<file path="src/rtl/vga_pixel_stream.sv">
`default_nettype none
// +----------------------------------------------------------------------------+
// | vga_pixel_stream: buffers a valid/ready RGB pixel stream, replays it       |
// | against internally generated VGA timing.            Revision: 1.0          |
// +----------------------------------------------------------------------------+
module vga_pixel_stream #(
  parameter int H_ACTIVE = 800,
  parameter int H_FP     = 56,
  parameter int H_SYNC   = 120,
  parameter int H_TOTAL  = 1040,
  parameter int V_ACTIVE = 600,
  parameter int V_FP     = 38,
  parameter int V_SYNC   = 5,
  parameter int V_TOTAL  = 666,
  parameter int FIFO_AW  = 4
) (
  input  logic       clk,
  input  logic       rst,
  input  logic       s_valid,
  output logic       s_ready,
  input  logic [2:0] s_rgb,
  input  logic       s_sof,
  output logic       h_sync,
  output logic       v_sync,
  output logic       vga_r,
  output logic       vga_g,
  output logic       vga_b,
  output logic       frame_start,
  output logic       resync,
  output logic       underflow
);

  localparam int C_HW    = $clog2(H_TOTAL + 1);
  localparam int C_VW    = $clog2(V_TOTAL + 1);
  localparam int C_PW    = FIFO_AW + 1;
  localparam int C_DEPTH = 2 ** FIFO_AW;

  localparam logic [C_HW-1:0] C_H_ACT  = C_HW'(H_ACTIVE);
  localparam logic [C_HW-1:0] C_H_LAST = C_HW'(H_TOTAL - 1);
  localparam logic [C_HW-1:0] C_HS_BEG = C_HW'(H_ACTIVE + H_FP);
  localparam logic [C_HW-1:0] C_HS_END = C_HW'(H_ACTIVE + H_FP + H_SYNC);
  localparam logic [C_VW-1:0] C_V_ACT  = C_VW'(V_ACTIVE);
  localparam logic [C_VW-1:0] C_V_LAST = C_VW'(V_TOTAL - 1);
  localparam logic [C_VW-1:0] C_VS_BEG = C_VW'(V_ACTIVE + V_FP);
  localparam logic [C_VW-1:0] C_VS_END = C_VW'(V_ACTIVE + V_FP + V_SYNC);

  typedef enum logic [0:0] {SEEK = 1'b0, STREAM = 1'b1} state_t;

  state_t            state_q, state_d;
  logic [C_HW-1:0]   h_q, h_d;
  logic [C_VW-1:0]   v_q, v_d;
  logic [C_PW-1:0]   wr_ptr_q, wr_ptr_d;
  logic [C_PW-1:0]   rd_ptr_q, rd_ptr_d;
  logic [3:0]        mem_q [C_DEPTH];
  logic              h_sync_q, h_sync_d;
  logic              v_sync_q, v_sync_d;
  logic [2:0]        rgb_q, rgb_d;
  logic              frame_start_q, frame_start_d;
  logic              resync_q, resync_d;
  logic              underflow_q, underflow_d;

  logic              fifo_empty, fifo_full, push, pop;
  logic              active, at_origin;
  logic [3:0]        head;

  assign fifo_empty = (wr_ptr_q == rd_ptr_q);
  assign fifo_full  = (wr_ptr_q[FIFO_AW] != rd_ptr_q[FIFO_AW]) &&
                      (wr_ptr_q[FIFO_AW-1:0] == rd_ptr_q[FIFO_AW-1:0]);
  assign s_ready    = !fifo_full && !rst;
  assign push       = s_valid && s_ready;
  assign head       = mem_q[rd_ptr_q[FIFO_AW-1:0]];
  assign active     = (h_q < C_H_ACT) && (v_q < C_V_ACT);
  assign at_origin  = (h_q == '0) && (v_q == '0);

  always_comb begin
    h_d = h_q + C_HW'(1);
    v_d = v_q;
    if (h_q == C_H_LAST) begin
      h_d = '0;
      v_d = (v_q == C_V_LAST) ? '0 : v_q + C_VW'(1);
    end
  end

  // head[3] is the sof flag; a frame may only begin (and only be continued) in step with (0,0)
  always_comb begin
    state_d     = state_q;
    pop         = 1'b0;
    rgb_d       = 3'b000;
    resync_d    = 1'b0;
    underflow_d = underflow_q;
    case (state_q)
      SEEK: begin
        if (!fifo_empty) begin
          if (!head[3]) begin
            pop = 1'b1;
          end else if (at_origin) begin
            pop     = 1'b1;
            rgb_d   = head[2:0];
            state_d = STREAM;
          end
        end
      end
      STREAM: begin
        if (active) begin
          if (fifo_empty) begin
            underflow_d = 1'b1;
            resync_d    = 1'b1;
            state_d     = SEEK;
          end else if (head[3] == at_origin) begin
            pop   = 1'b1;
            rgb_d = head[2:0];
          end else begin
            resync_d = 1'b1;
            state_d  = SEEK;
          end
        end
      end
      default: state_d = SEEK;
    endcase
  end

  always_comb begin
    wr_ptr_d      = wr_ptr_q + C_PW'(push);
    rd_ptr_d      = rd_ptr_q + C_PW'(pop);
    h_sync_d      = !((h_q >= C_HS_BEG) && (h_q < C_HS_END));
    v_sync_d      = !((v_q >= C_VS_BEG) && (v_q < C_VS_END));
    frame_start_d = at_origin;
  end

  always_ff @(posedge clk) begin
    if (rst) begin
      state_q       <= SEEK;
      h_q           <= '0;
      v_q           <= '0;
      wr_ptr_q      <= '0;
      rd_ptr_q      <= '0;
      h_sync_q      <= 1'b1;
      v_sync_q      <= 1'b1;
      rgb_q         <= 3'b000;
      frame_start_q <= 1'b0;
      resync_q      <= 1'b0;
      underflow_q   <= 1'b0;
    end else begin
      state_q       <= state_d;
      h_q           <= h_d;
      v_q           <= v_d;
      wr_ptr_q      <= wr_ptr_d;
      rd_ptr_q      <= rd_ptr_d;
      h_sync_q      <= h_sync_d;
      v_sync_q      <= v_sync_d;
      rgb_q         <= rgb_d;
      frame_start_q <= frame_start_d;
      resync_q      <= resync_d;
      underflow_q   <= underflow_d;
    end
  end

  always_ff @(posedge clk) begin
    if (push) begin
      mem_q[wr_ptr_q[FIFO_AW-1:0]] <= {s_sof, s_rgb};
    end
  end

  assign h_sync      = h_sync_q;
  assign v_sync      = v_sync_q;
  assign vga_r       = rgb_q[2];
  assign vga_g       = rgb_q[1];
  assign vga_b       = rgb_q[0];
  assign frame_start = frame_start_q;
  assign resync      = resync_q;
  assign underflow   = underflow_q;

endmodule
`default_nettype wire
</file>
<file path="config.mk">
export PLATFORM = sky130hd
export DESIGN_NAME = vga_pixel_stream
export DESIGN_NICKNAME = d
export VERILOG_FILES = /design/src/rtl/vga_pixel_stream.sv
export SDC_FILE = /design/constraint.sdc
export NUM_CORES = 1
export LEC_CHECK = 0
export ABC_AREA = 1
export CAP_MARGIN = 20
export CORE_MARGIN = 4
export CORE_UTILIZATION = 25
export CTS_BUF_LIST = sky130_fd_sc_hd__clkbuf_8
export DETAILED_ROUTE_END_ITERATION = 8
export PLACE_DENSITY_LB_ADDON = 0.12
export SLEW_MARGIN = 15
export SYNTH_ARGS = -nofsm -noshare
export SYNTH_HDL_FRONTEND = slang
export SYNTH_SLANG_ARGS = --single-unit
</file>
<file path="constraint.sdc">
create_clock -name clk -period 3.3 [get_ports clk]
set_input_delay 0.66 -clock clk [delete_from_list [all_inputs] [get_ports clk]]
set_output_delay 0.66 -clock clk [all_outputs]
set_load 0.03 [all_outputs]
</file>
==> results of run 1 <==
## worst max-delay path, cell delays in order, from the launching register on
cell and delay, ps:
sky130_fd_sc_hd__dfxtp_1 500, sky130_fd_sc_hd__buf_4 280, sky130_fd_sc_hd__xor2_1 90, sky130_fd_sc_hd__nor2_1 210, sky130_fd_sc_hd__nand3b_1 130, sky130_fd_sc_hd__nand2_2 130
sky130_fd_sc_hd__inv_1 50, sky130_fd_sc_hd__clkdlybuf4s50_1 590
## placed cells by master (no fill, tap or decap), drive strengths merged
master,instances
clkdlybuf4s50,15
a211oi,2
clkbuf,9
a21oi,16
xnor2,3
inv,52
nand4,4
nor2,75
buf,5
o2111ai,2
edfxtp,64
nand2,124
nand3b,1
xor2,13
dfxtp,40
o21ai,12
ha,11
bufinv,2
o211ai,1
clkinv,5
or2,2
nor3,11
nand3,66
nor3b,1
nor4,2
## state kept, by name, summed over array words and instances, names as in the netlist
name / cells
mem_q: 64
h_q: 11
v_q: 10
rd_ptr_q: 5
wr_ptr_q: 5
rgb_q: 3
frame_start: 1
h_sync: 1
resync: 1
state_q: 1
underflow: 1
v_sync: 1
## power by group through the flow
stage	Clock (mW)	Combinational [mW]	Sequential, mW
detailed placement	0	0.601	1.46
global route	0.982	0.686	1.44
floorplan	0	0.461	1.46
finish	0.886	0.591	1.43
global placement	0	0.602	1.46
CTS	0.926	0.604	1.43
## through the flow
| step | power (mW) | setup WS, ps | utilization [%] | cell area (µm²) | hold WS, ps |
|---|---|---|---|---|---|
| floorplan | 1.925 | 898.0 | - | 4783 | 429.7 |
| finish | 2.909 | 272.7 | 28.75 | 5396 | 472.1 |
| global placement | 2.064 | 539.8 | 27.57 | 5174 | 447.7 |
| CTS | 2.963 | 205.9 | 28.75 | 5396 | 477.5 |
| detailed placement | 2.063 | 547.0 | 27.57 | 5174 | 453.5 |
| global route | 3.105 | 90.18 | 28.75 | 5396 | 524.0 |
## final cells by class
| type | instances | area [µm²] |
|---|---|---|
| tap | 234 | 292.8 |
| sequential | 104 | 2723 |
| fill | 2014 | 13370 |
| clock inverter | 7 | 98.84 |
| timing repair buffer | 20 | 200.2 |
| inverter | 52 | 200.2 |
| clock buffer | 9 | 123.9 |
| multi-input combinational | 346 | 1758 |
## logic make-up (layout without fill, tap and decap cells)
family / count (synthesis) / in the layout
buf+inv: 66 / 88
fa+ha+maj: 11 / 11
xor+xnor: 16 / 16
simple gates: 286 / 286
flops: 104 / 104
compound gates: 33 / 33
## per-layer routing
metal / GRT usage [%] / up-vias / part of all wire, %
met4: 3.763 / 0 / 1.7
li1: - / 1732 / -
met1: 14.23 / 1584 / 47
met3: 2.452 / 14 / 3.8
met2: 17.74 / 46 / 47
met5: 0 / - / 0
## how the worst max path moves through the flow
stage / endpoint / slack (ps) / depth (start not counted)
floorplan: rd_ptr_q[4] / 900 / 20
global placement: s_ready / 540 / 5
detailed placement: s_ready / 550 / 5
CTS: s_ready / 210 / 7
global route: s_ready / 90 / 7
finish: s_ready / 270 / 7
==> results_dict.tcl, run 1 <==
set metrics [dict create \
    setup_viol 0 \
    crit-reg2reg-launch "v_q[0]" \
    reg2reg_to "rd_ptr_q[4]" \
    critical_path.max_fanout 13 \
    largest_net_degree_at_the_start_of_global_routing 35 \
    post_route_cells_drive_above_1_share_pct 8.550 \
    tritoncts "done" \
    fp-row-count 50 \
    sw_frac_of_total_pct 30.27 \
    placed_wire_length_estimate_um 7949 \
    headroom_to_the_max_slew_limit_pct 52.64 \
    clock_insertion_delay_worst_skew_ps 390 \
    ios 16 \
    post_cts_buffers 0 \
    floorplan.die.width_um 146.3 \
    worstPathRequired_ps 2640 \
    core_area_mm2 0.01877 \
    muxShareOfSynthArea_pct 0 \
    worst_ep_arrival_time_ps 2370 \
    synth-adder-area-share_pct 2.877 \
    setup_total_negative_slack_ps 0 \
    ctsRootBufferMaster "sky130_fd_sc_hd__clkbuf_8" \
    timing.hold.worst.class "register to register" \
    postSynthRegisterBits 104 \
    hold_depth 1 \
    worst_r2r_path_depth 17 \
    die_area_mm2 0.02141 \
    postSynthCellCount 516 \
    detail_route.vias_per_cell 4.373 \
    timing.final.hold_violations 0 \
    dpl.cell_count 756 \
    timing.final.crit_share_pct 91.74 \
    clock_sinks 104 \
    outcome "finished clean" \
    timing_worst_slew_pin_value_ps 708.2 \
    ys.flop_type "sky130_fd_sc_hd__edfxtp_1" \
    critical_path_class "register to output port" \
    r2r_slack_ps 560 \
    synth_cell_types 34 \
    synth_area_per_inst_um2 9.270 \
    ys_warn_count 0 \
    min-delay-start "h_q[0]" \
    areaGrowthSynthToFinish_pct 12.82 \
    skew_ps 17.33 \
    synth_top_area_share_pct 40.18 \
    die_h_um 146.3 \
    setup.worst_path.end_class "output port" \
    power.leakage_nw 1.976 \
    io_buffer_count 15 \
    global_route.usage.total_pct 10.86 \
    drt-pass1-iter-count 4 \
    synth_top_family_by_area "simple AND/OR/NAND/NOR gates" \
    synth_xor_xnor_area_share_pct 2.930 \
    fmax_mhz 330.3 \
    place.gp.congestion 0.7635 \
    startpoint "rd_ptr_q[1]" \
    report.final.slew_viol_count 0 \
    first_global_vias 3403 \
    route.detailed.wl_per_inst_um 14.31 \
    antenna_found_initial 0 \
    remaining_overflow_grt 0 \
    drv_cap 0 \
    power.ir.vdd_worst_mv 0.1775 \
    num_vias 3376 \
    power.clock.fraction_pct 30.5 \
    clk_path_buf_depth 2 \
    share_of_flip_flops_with_an_asynchronous_set_or_reset_after_synthesis_pct 0 \
    synth_most_common_cell "sky130_fd_sc_hd__nand2_1" \
    first_pass_grt_wire_length_um 18220 \
    antennaDiodeCount 0 \
    synth-edff-count 64 \
    synth.area.top_cells "sky130_fd_sc_hd__edfxtp_1 (40%), sky130_fd_sc_hd__dfxtp_1 (17%), sky130_fd_sc_hd__nand2_1 (9.3%)" \
    comb_power_share_pct 20.3 \
    critical_path.startpoint_type "register" \
    nNetsFinal 551 \
    drt_drc_violations_left 0 \
    synth.cells.most_frequent "sky130_fd_sc_hd__nand2_1 (118), sky130_fd_sc_hd__nor2_1 (70), sky130_fd_sc_hd__edfxtp_1 (64), sky130_fd_sc_hd__nand3_1 (60), sky130_fd_sc_hd__inv_1 (49)" \
    numCtsBuffers 9 \
    p_seq_share_pct 49.2 \
    htreeDepth 3 \
    postRouteWirelength_um 11050 \
    post_route_insts_no_fill 772 \
    cellPowerDensity_mw_per_mm2 539.0 \
    syn_nets 534 \
    post_cts_resized 0 \
    ys_seq_area_share_pct 56.92 \
    rsz0062_at_grt "no" \
    library_cell_occupying_the_most_area_in_the_post_synthesis_netlist "sky130_fd_sc_hd__edfxtp_1" \
    switching_power_mw 0.8803 \
    synth_area_in_compound_gates_pct 3.767 \
    internal_power_mw 2.028 \
    hold-path-endpoint "h_q[0]" \
    synth-simple-area-share_pct 27.18 \
    total_standard_cell_area_after_synthesis_mm2 0.004783 \
    initial_core_util_pct 25.49 \
    route.antenna.remaining_nets 0 \
    final.min_clock_period_ps 3027 \
    worst_setup_hold_path_clk_slew_ps 100 \
    post_cts_hold_buffer_count 0 \
    detail_route.iter0.violations 282 \
]
(Power assumes the default switching activity.)
==> run 2, diff against run 1 <==
Settings changed: CORE_UTILIZATION 25 to 63.
==> run 2 against run 1 <==
Net effect: critical path type unchanged; register-to-register slack got worse by 70 ps; cell count fell by 17%; critical endpoint unchanged; largest power group unchanged; non-clock buffer count up 1; die area is 58% lower; flip-flop and latch count stayed put; global-route usage up 12 points; via count is 2.3% higher.
==> results_dict.tcl, run 2 (synthesis gave the netlist of run 1 again) <==
set metrics [dict create \
    remaining_overflow_grt 0 \
    nNetsFinal 552 \
    power.clock.fraction_pct 27.1 \
    num_vias 3454 \
    timing.final.hold_violations 0 \
    headroom_to_the_max_slew_limit_pct 60.48 \
    setup.worst_path.end_class "output port" \
    post_cts_hold_buffer_count 0 \
    hold_depth 1 \
    timing.hold.worst.class "register to register" \
    clk_path_buf_depth 2 \
    cpPeakStageDelay_ps 690 \
    rsz0062_at_grt "no" \
    drt_drc_violations_left 0 \
    setup_total_negative_slack_ps 0 \
    grt_use_met1_pct 31.19 \
    critical_path.startpoint_type "register" \
    antennaDiodeCount 0 \
    critical_path_class "register to output port" \
    clock_insertion_delay_worst_skew_ps 370 \
    outcome "finished clean" \
    worstPathRequired_ps 2640 \
    place_area_mm2 0.005000 \
    commonest_non_fill_non_tap_cell_in_the_layout "sky130_fd_sc_hd__nand2_1" \
    report.final.slew_viol_count 0 \
    reg2reg_to "rd_ptr_q[4]" \
    power.ir.vdd_worst_mv 0.3654 \
    use_met2_pct 35.39 \
    skew_ps 12.39 \
    route.detailed.wl_per_inst_um 14.69 \
    multiInputGateArea_mm2 0.001758 \
    timing_worst_slew_pin_value_ps 591.0 \
    numCtsBuffers 9 \
    worst_r2r_path_depth 20 \
    floorplan.die.width_um 95.14 \
    min-delay-start "h_q[0]" \
    tritoncts "done" \
    ctsRootBufferMaster "sky130_fd_sc_hd__clkbuf_8" \
    ios 16 \
    most-common-layout-cells "sky130_fd_sc_hd__nand2_1 (118), sky130_fd_sc_hd__nor2_1 (70), sky130_fd_sc_hd__edfxtp_1 (64)" \
    grt.busiest_layer "met2" \
    route.antenna.remaining_nets 0 \
    core_area_mm2 0.007331 \
    largest_net_degree_at_the_start_of_global_routing 33 \
    place.gp.congestion 0.8810 \
    largest_reg_flops 64 \
    timing.critical_path.max_delay_family "buffers and inverters" \
    htreeDepth 3 \
    detail_route.iter0.violations 258 \
    drt-pass1-iter-count 4 \
    worst_ep_arrival_time_ps 2290 \
    p_seq_share_pct 51.5 \
    comb_power_share_pct 21.4 \
    postRouteWirelength_um 9373 \
    die_area_mm2 0.009051 \
    post_route_insts_no_fill 638 \
    clock_sinks 104 \
    critical_path.max_fanout 17 \
    die_h_um 95.14 \
    areaGrowthSynthToFinish_pct 8.449 \
    antenna_found_initial 0 \
    crit-reg2reg-launch "rd_ptr_q[0]" \
    placed_wire_length_estimate_um 6712 \
    cellPowerDensity_mw_per_mm2 534.1 \
    cp_num_buf_inv 3 \
    hold-path-endpoint "h_q[0]" \
    final-seq-area_mm2 0.002723 \
    gr-usage-met3_pct 4.972 \
    first_pass_grt_wire_length_um 15390 \
    fp-row-count 31 \
    power.leakage_nw 1.953 \
    initial_core_util_pct 65.25 \
    worst_setup_hold_path_clk_slew_ps 110 \
    timing.final.crit_share_pct 89.48 \
    post_cts_buffers 0 \
    switching_power_mw 0.8858 \
    crit_chain "buf_4 -> xor2_1 -> nor2_1 -> nand3b_1 -> nand2_2 -> inv_1 -> clkdlybuf4s50_1" \
    dpl.cell_count 622 \
    io_buffer_count 15 \
    global_route.usage.total_pct 22.57 \
    detail_route.vias_per_cell 5.414 \
    r2r_slack_ps 490 \
    fmax_mhz 338.7 \
    fillers 592 \
    drv_cap 0 \
    setup_viol 0 \
    final_design_instance_area_without_fill_mm2 0.005187 \
    sw_frac_of_total_pct 31.97 \
    final.min_clock_period_ps 2953 \
    post_cts_resized 0 \
    post_route_cells_drive_above_1_share_pct 8.905 \
    first_global_vias 3230 \
    cpMaxStageDelayCell "sky130_fd_sc_hd__clkdlybuf4s50_1" \
    internal_power_mw 1.885 \
]
[run 2: cell type report]
| type | instances | share of cell area [%] |
|---|---|---|
| clock buffers | 9 | 2.388 |
| multi-input cells | 346 | 33.89 |
| clock inverters | 7 | 1.230 |
| flip-flops and latches | 104 | 52.48 |
| inverters | 52 | 3.859 |
| well taps | 99 | 2.388 |
| repair buffers | 21 | 3.763 |
[run 2: worst max-delay path by stage]
stage                  endpoint  cells past startpoint   startpoint
floorplan           rd_ptr_q[4]                     20  rd_ptr_q[0]
global placement        s_ready                      5          rst
detailed placement  rd_ptr_q[4]                     20  rd_ptr_q[0]
CTS                     s_ready                      7  rd_ptr_q[0]
global route            s_ready                      7  rd_ptr_q[0]
finish                  s_ready                      7  rd_ptr_q[0]
[run 2: stage by stage]
| step | util, % | power (mW) | setup slack, ps | hold WS, ps |
|---|---|---|---|---|
| floorplan | - | 1.925 | 898.0 | 429.7 |
| global placement | 68.20 | 2.025 | 658.0 | 440.9 |
| detailed placement | 68.20 | 2.043 | 532.2 | 464.9 |
| global route | 70.76 | 2.923 | 231.6 | 516.3 |
| finish | 70.76 | 2.771 | 347.2 | 480.1 |
| CTS | 70.76 | 2.785 | 333.5 | 488.9 |
[run 2: worst reg2reg max path, cell delays in order (launching register included)]
cell	delay [ps]
sky130_fd_sc_hd__dfxtp_1	430
sky130_fd_sc_hd__clkinv_4	240
sky130_fd_sc_hd__nand2_1	130
sky130_fd_sc_hd__nand3_1	70
sky130_fd_sc_hd__nand2_1	80
sky130_fd_sc_hd__nand2_1	50
sky130_fd_sc_hd__nand2_1	60
sky130_fd_sc_hd__inv_1	40
sky130_fd_sc_hd__nand2_2	100
sky130_fd_sc_hd__inv_1	70
sky130_fd_sc_hd__ha_1	260
sky130_fd_sc_hd__inv_1	50
sky130_fd_sc_hd__nand2_1	70
sky130_fd_sc_hd__nor2_1	170
sky130_fd_sc_hd__inv_1	70
sky130_fd_sc_hd__o21ai_0	100
sky130_fd_sc_hd__ha_1	230
sky130_fd_sc_hd__ha_1	210
sky130_fd_sc_hd__nand2_1	80
sky130_fd_sc_hd__xor2_1	140
sky130_fd_sc_hd__nor2_1	50
[run 2: power groups by stage]
stage | Sequential, mW | Clock (mW) | Combinational (mW)
after CTS | 1.43 | 0.768 | 0.591
final | 1.43 | 0.752 | 0.593
after detailed placement | 1.46 | 0 | 0.588
after global routing | 1.43 | 0.823 | 0.671
after floorplan | 1.46 | 0 | 0.461
after global placement | 1.45 | 0 | 0.571
[run 2: routing by layer]
metal	wire (µm)	part of all wire, %
met1	4255	45
met4	122	1.3
met2	4371	47
met5	0	0
met3	623	6.6
==> run 3, diff against run 2 <==
Settings changed: PLACE_DENSITY set to 0.92, PLACE_DENSITY_LB_ADDON 0.12 to unset.
==> run 3 against run 2 <==
Net effect: die area did not move; count of clock-buffer cells in the layout is the same; routed wire length is 6.1% higher; sequential share of layout area is 0.31 points lower; first-iteration DRC count up 37%; combinational power barely moved; final area is 0.60% higher; sequential power is essentially flat; global-route usage increased by 1.6 points; critical path depth is the same; utilization grew 0.43 points; largest power group unchanged.
==> results_dict.tcl, run 3 (synthesis gave the netlist of run 1 again) <==
set metrics [dict create \
    detail_route.vias_per_cell 5.719 \
    switching_power_mw 0.9197 \
    critical_path_class "register to output port" \
    antennaDiodeCount 0 \
    power.clock.fraction_pct 30.1 \
    clk_path_buf_depth 2 \
    largest_net_degree_at_the_start_of_global_routing 33 \
    worst_ep_arrival_time_ps 2370 \
    worstPathRequired_ps 2640 \
    cpMaxStageDelayCell "sky130_fd_sc_hd__clkdlybuf4s50_1" \
    largest_reg_flops 64 \
    grt.busiest_layer "met2" \
    timing.hold.worst.class "register to register" \
    critical_path_depth 7 \
    sw_frac_of_total_pct 31.82 \
    internal_power_mw 1.971 \
    cpPeakStageDelay_ps 590 \
    setup_total_negative_slack_ps 0 \
    report.final.slew_viol_count 0 \
    core_area_mm2 0.007331 \
    rsz0062_at_grt "no" \
    use_met2_pct 37.90 \
    htreeDepth 3 \
    cp_num_buf_inv 3 \
    worst_setup_hold_path_clk_slew_ps 100 \
    cp-endpoint "s_ready" \
    final.min_clock_period_ps 3033 \
    detail_route.iter0.violations 354 \
    grt_use_met1_pct 32.42 \
    numCtsBuffers 9 \
    post_route_cells_drive_above_1_share_pct 8.736 \
    fmax_mhz 329.8 \
    critical_path.max_fanout 13 \
    headroom_to_the_max_slew_limit_pct 57.97 \
    timing.final.hold_violations 0 \
    num_vias 3643 \
    startpoint "rd_ptr_q[0]" \
    ios 16 \
    drv_cap 0 \
    floorplan.die.width_um 95.14 \
    drt_drc_violations_left 0 \
    power.leakage_nw 1.971 \
    remaining_overflow_grt 0 \
    fp-row-count 31 \
    timing.final.crit_share_pct 91.90 \
    most-common-layout-cells "sky130_fd_sc_hd__nand2_1 (118), sky130_fd_sc_hd__nor2_1 (70), sky130_fd_sc_hd__edfxtp_1 (64)" \
    reg2reg_to "rd_ptr_q[4]" \
    setup_viol 0 \
    post_cts_resized 0 \
    first_pass_grt_wire_length_um 16700 \
    clock_sinks 104 \
    power.ir.vdd_worst_mv 0.3775 \
    placed_wire_length_estimate_um 6736 \
    fin_util_pct 71.19 \
    die_h_um 95.14 \
    timing.critical_path.max_delay_family "buffers and inverters" \
    p_seq_share_pct 49.5 \
    crit-reg2reg-launch "rd_ptr_q[0]" \
    ctsRootBufferMaster "sky130_fd_sc_hd__clkbuf_8" \
    areaGrowthSynthToFinish_pct 9.103 \
    timing_worst_slew_pin_value_ps 628.4 \
    route.detailed.wl_per_inst_um 15.62 \
    drt-pass1-iter-count 5 \
    tritoncts "done" \
    clock_insertion_delay_worst_skew_ps 380 \
    io_buffer_count 15 \
    nNetsFinal 551 \
    critical_path.startpoint_type "register" \
    first_global_vias 3548 \
    skew_ps 20.04 \
    route.antenna.remaining_nets 0 \
    timing.hold.ws_ps 473.0 \
    place.gp.congestion 0.9090 \
    gr-usage-met3_pct 4.736 \
    postRouteWirelength_um 9947 \
    post_cts_hold_buffer_count 0 \
    outcome "finished clean" \
    crit_chain "buf_4 -> xor2_1 -> nor2_1 -> nand3b_1 -> nand2_2 -> inv_1 -> clkdlybuf4s50_1" \
    antenna_found_initial 0 \
    r2r_slack_ps 320 \
    comb_power_share_pct 20.4 \
    commonest_non_fill_non_tap_cell_in_the_layout "sky130_fd_sc_hd__nand2_1" \
    post-layout-total-power_mw 2.891 \
    setup.worst_path.end_class "output port" \
    initial_core_util_pct 65.25 \
    post_cts_buffers 0 \
    worst_r2r_path_depth 20 \
    die_area_mm2 0.009051 \
    cellPowerDensity_mw_per_mm2 553.9 \
    global_route.usage.total_pct 24.17 \
]
[run 3: power by group through the flow]
stage | combinational, mW | sequential [mW] | clock, mW
after CTS | 0.583 | 1.43 | 0.877
final | 0.591 | 1.43 | 0.869
after floorplan | 0.461 | 1.46 | 0
after detailed placement | 0.571 | 1.46 | 0
after global placement | 0.546 | 1.46 | 0
after global routing | 0.670 | 1.44 | 0.924
[run 3: metal layers]
| metal | wire (µm) | part of all wire [%] |
|---|---|---|
| met5 | 0 | 0 |
| met4 | 234 | 2.4 |
| met3 | 826 | 8.3 |
| met2 | 4766 | 48 |
| met1 | 4119 | 41 |
[run 3: how the worst min path moves through the flow]
| stage | slack [ps] | cells past startpoint | to | from |
|---|---|---|---|---|
| after floorplan | 430 | 1 | h_q[0] | h_q[0] |
| after global placement | 440 | 1 | h_q[0] | h_q[0] |
| after detailed placement | 460 | 1 | h_q[0] | h_q[0] |
| after CTS | 480 | 1 | h_q[0] | h_q[0] |
| after global routing | 510 | 1 | h_q[0] | h_q[0] |
| final | 470 | 1 | h_q[0] | h_q[0] |
[run 3: stage by stage]
stage	cells	worst slack, ps	area, µm²
floorplan	516	898.0	4783
global placement	621	563.8	4992
detailed placement	621	409.5	4992
CTS	637	266.5	5219
global route	637	52.37	5219
finish	637	267.5	5219
[run 3: layout make-up]
cell class | instances | area (µm²)
Clock buffer | 9 | 123.9
Tap cell | 99 | 123.9
Clock inverter | 7 | 102.6
Timing Repair Buffer | 20 | 187.7
Multi-Input combinational cell | 346 | 1758
Fill cell | 462 | 2112
Sequential cell | 104 | 2723
Inverter | 52 | 200.2
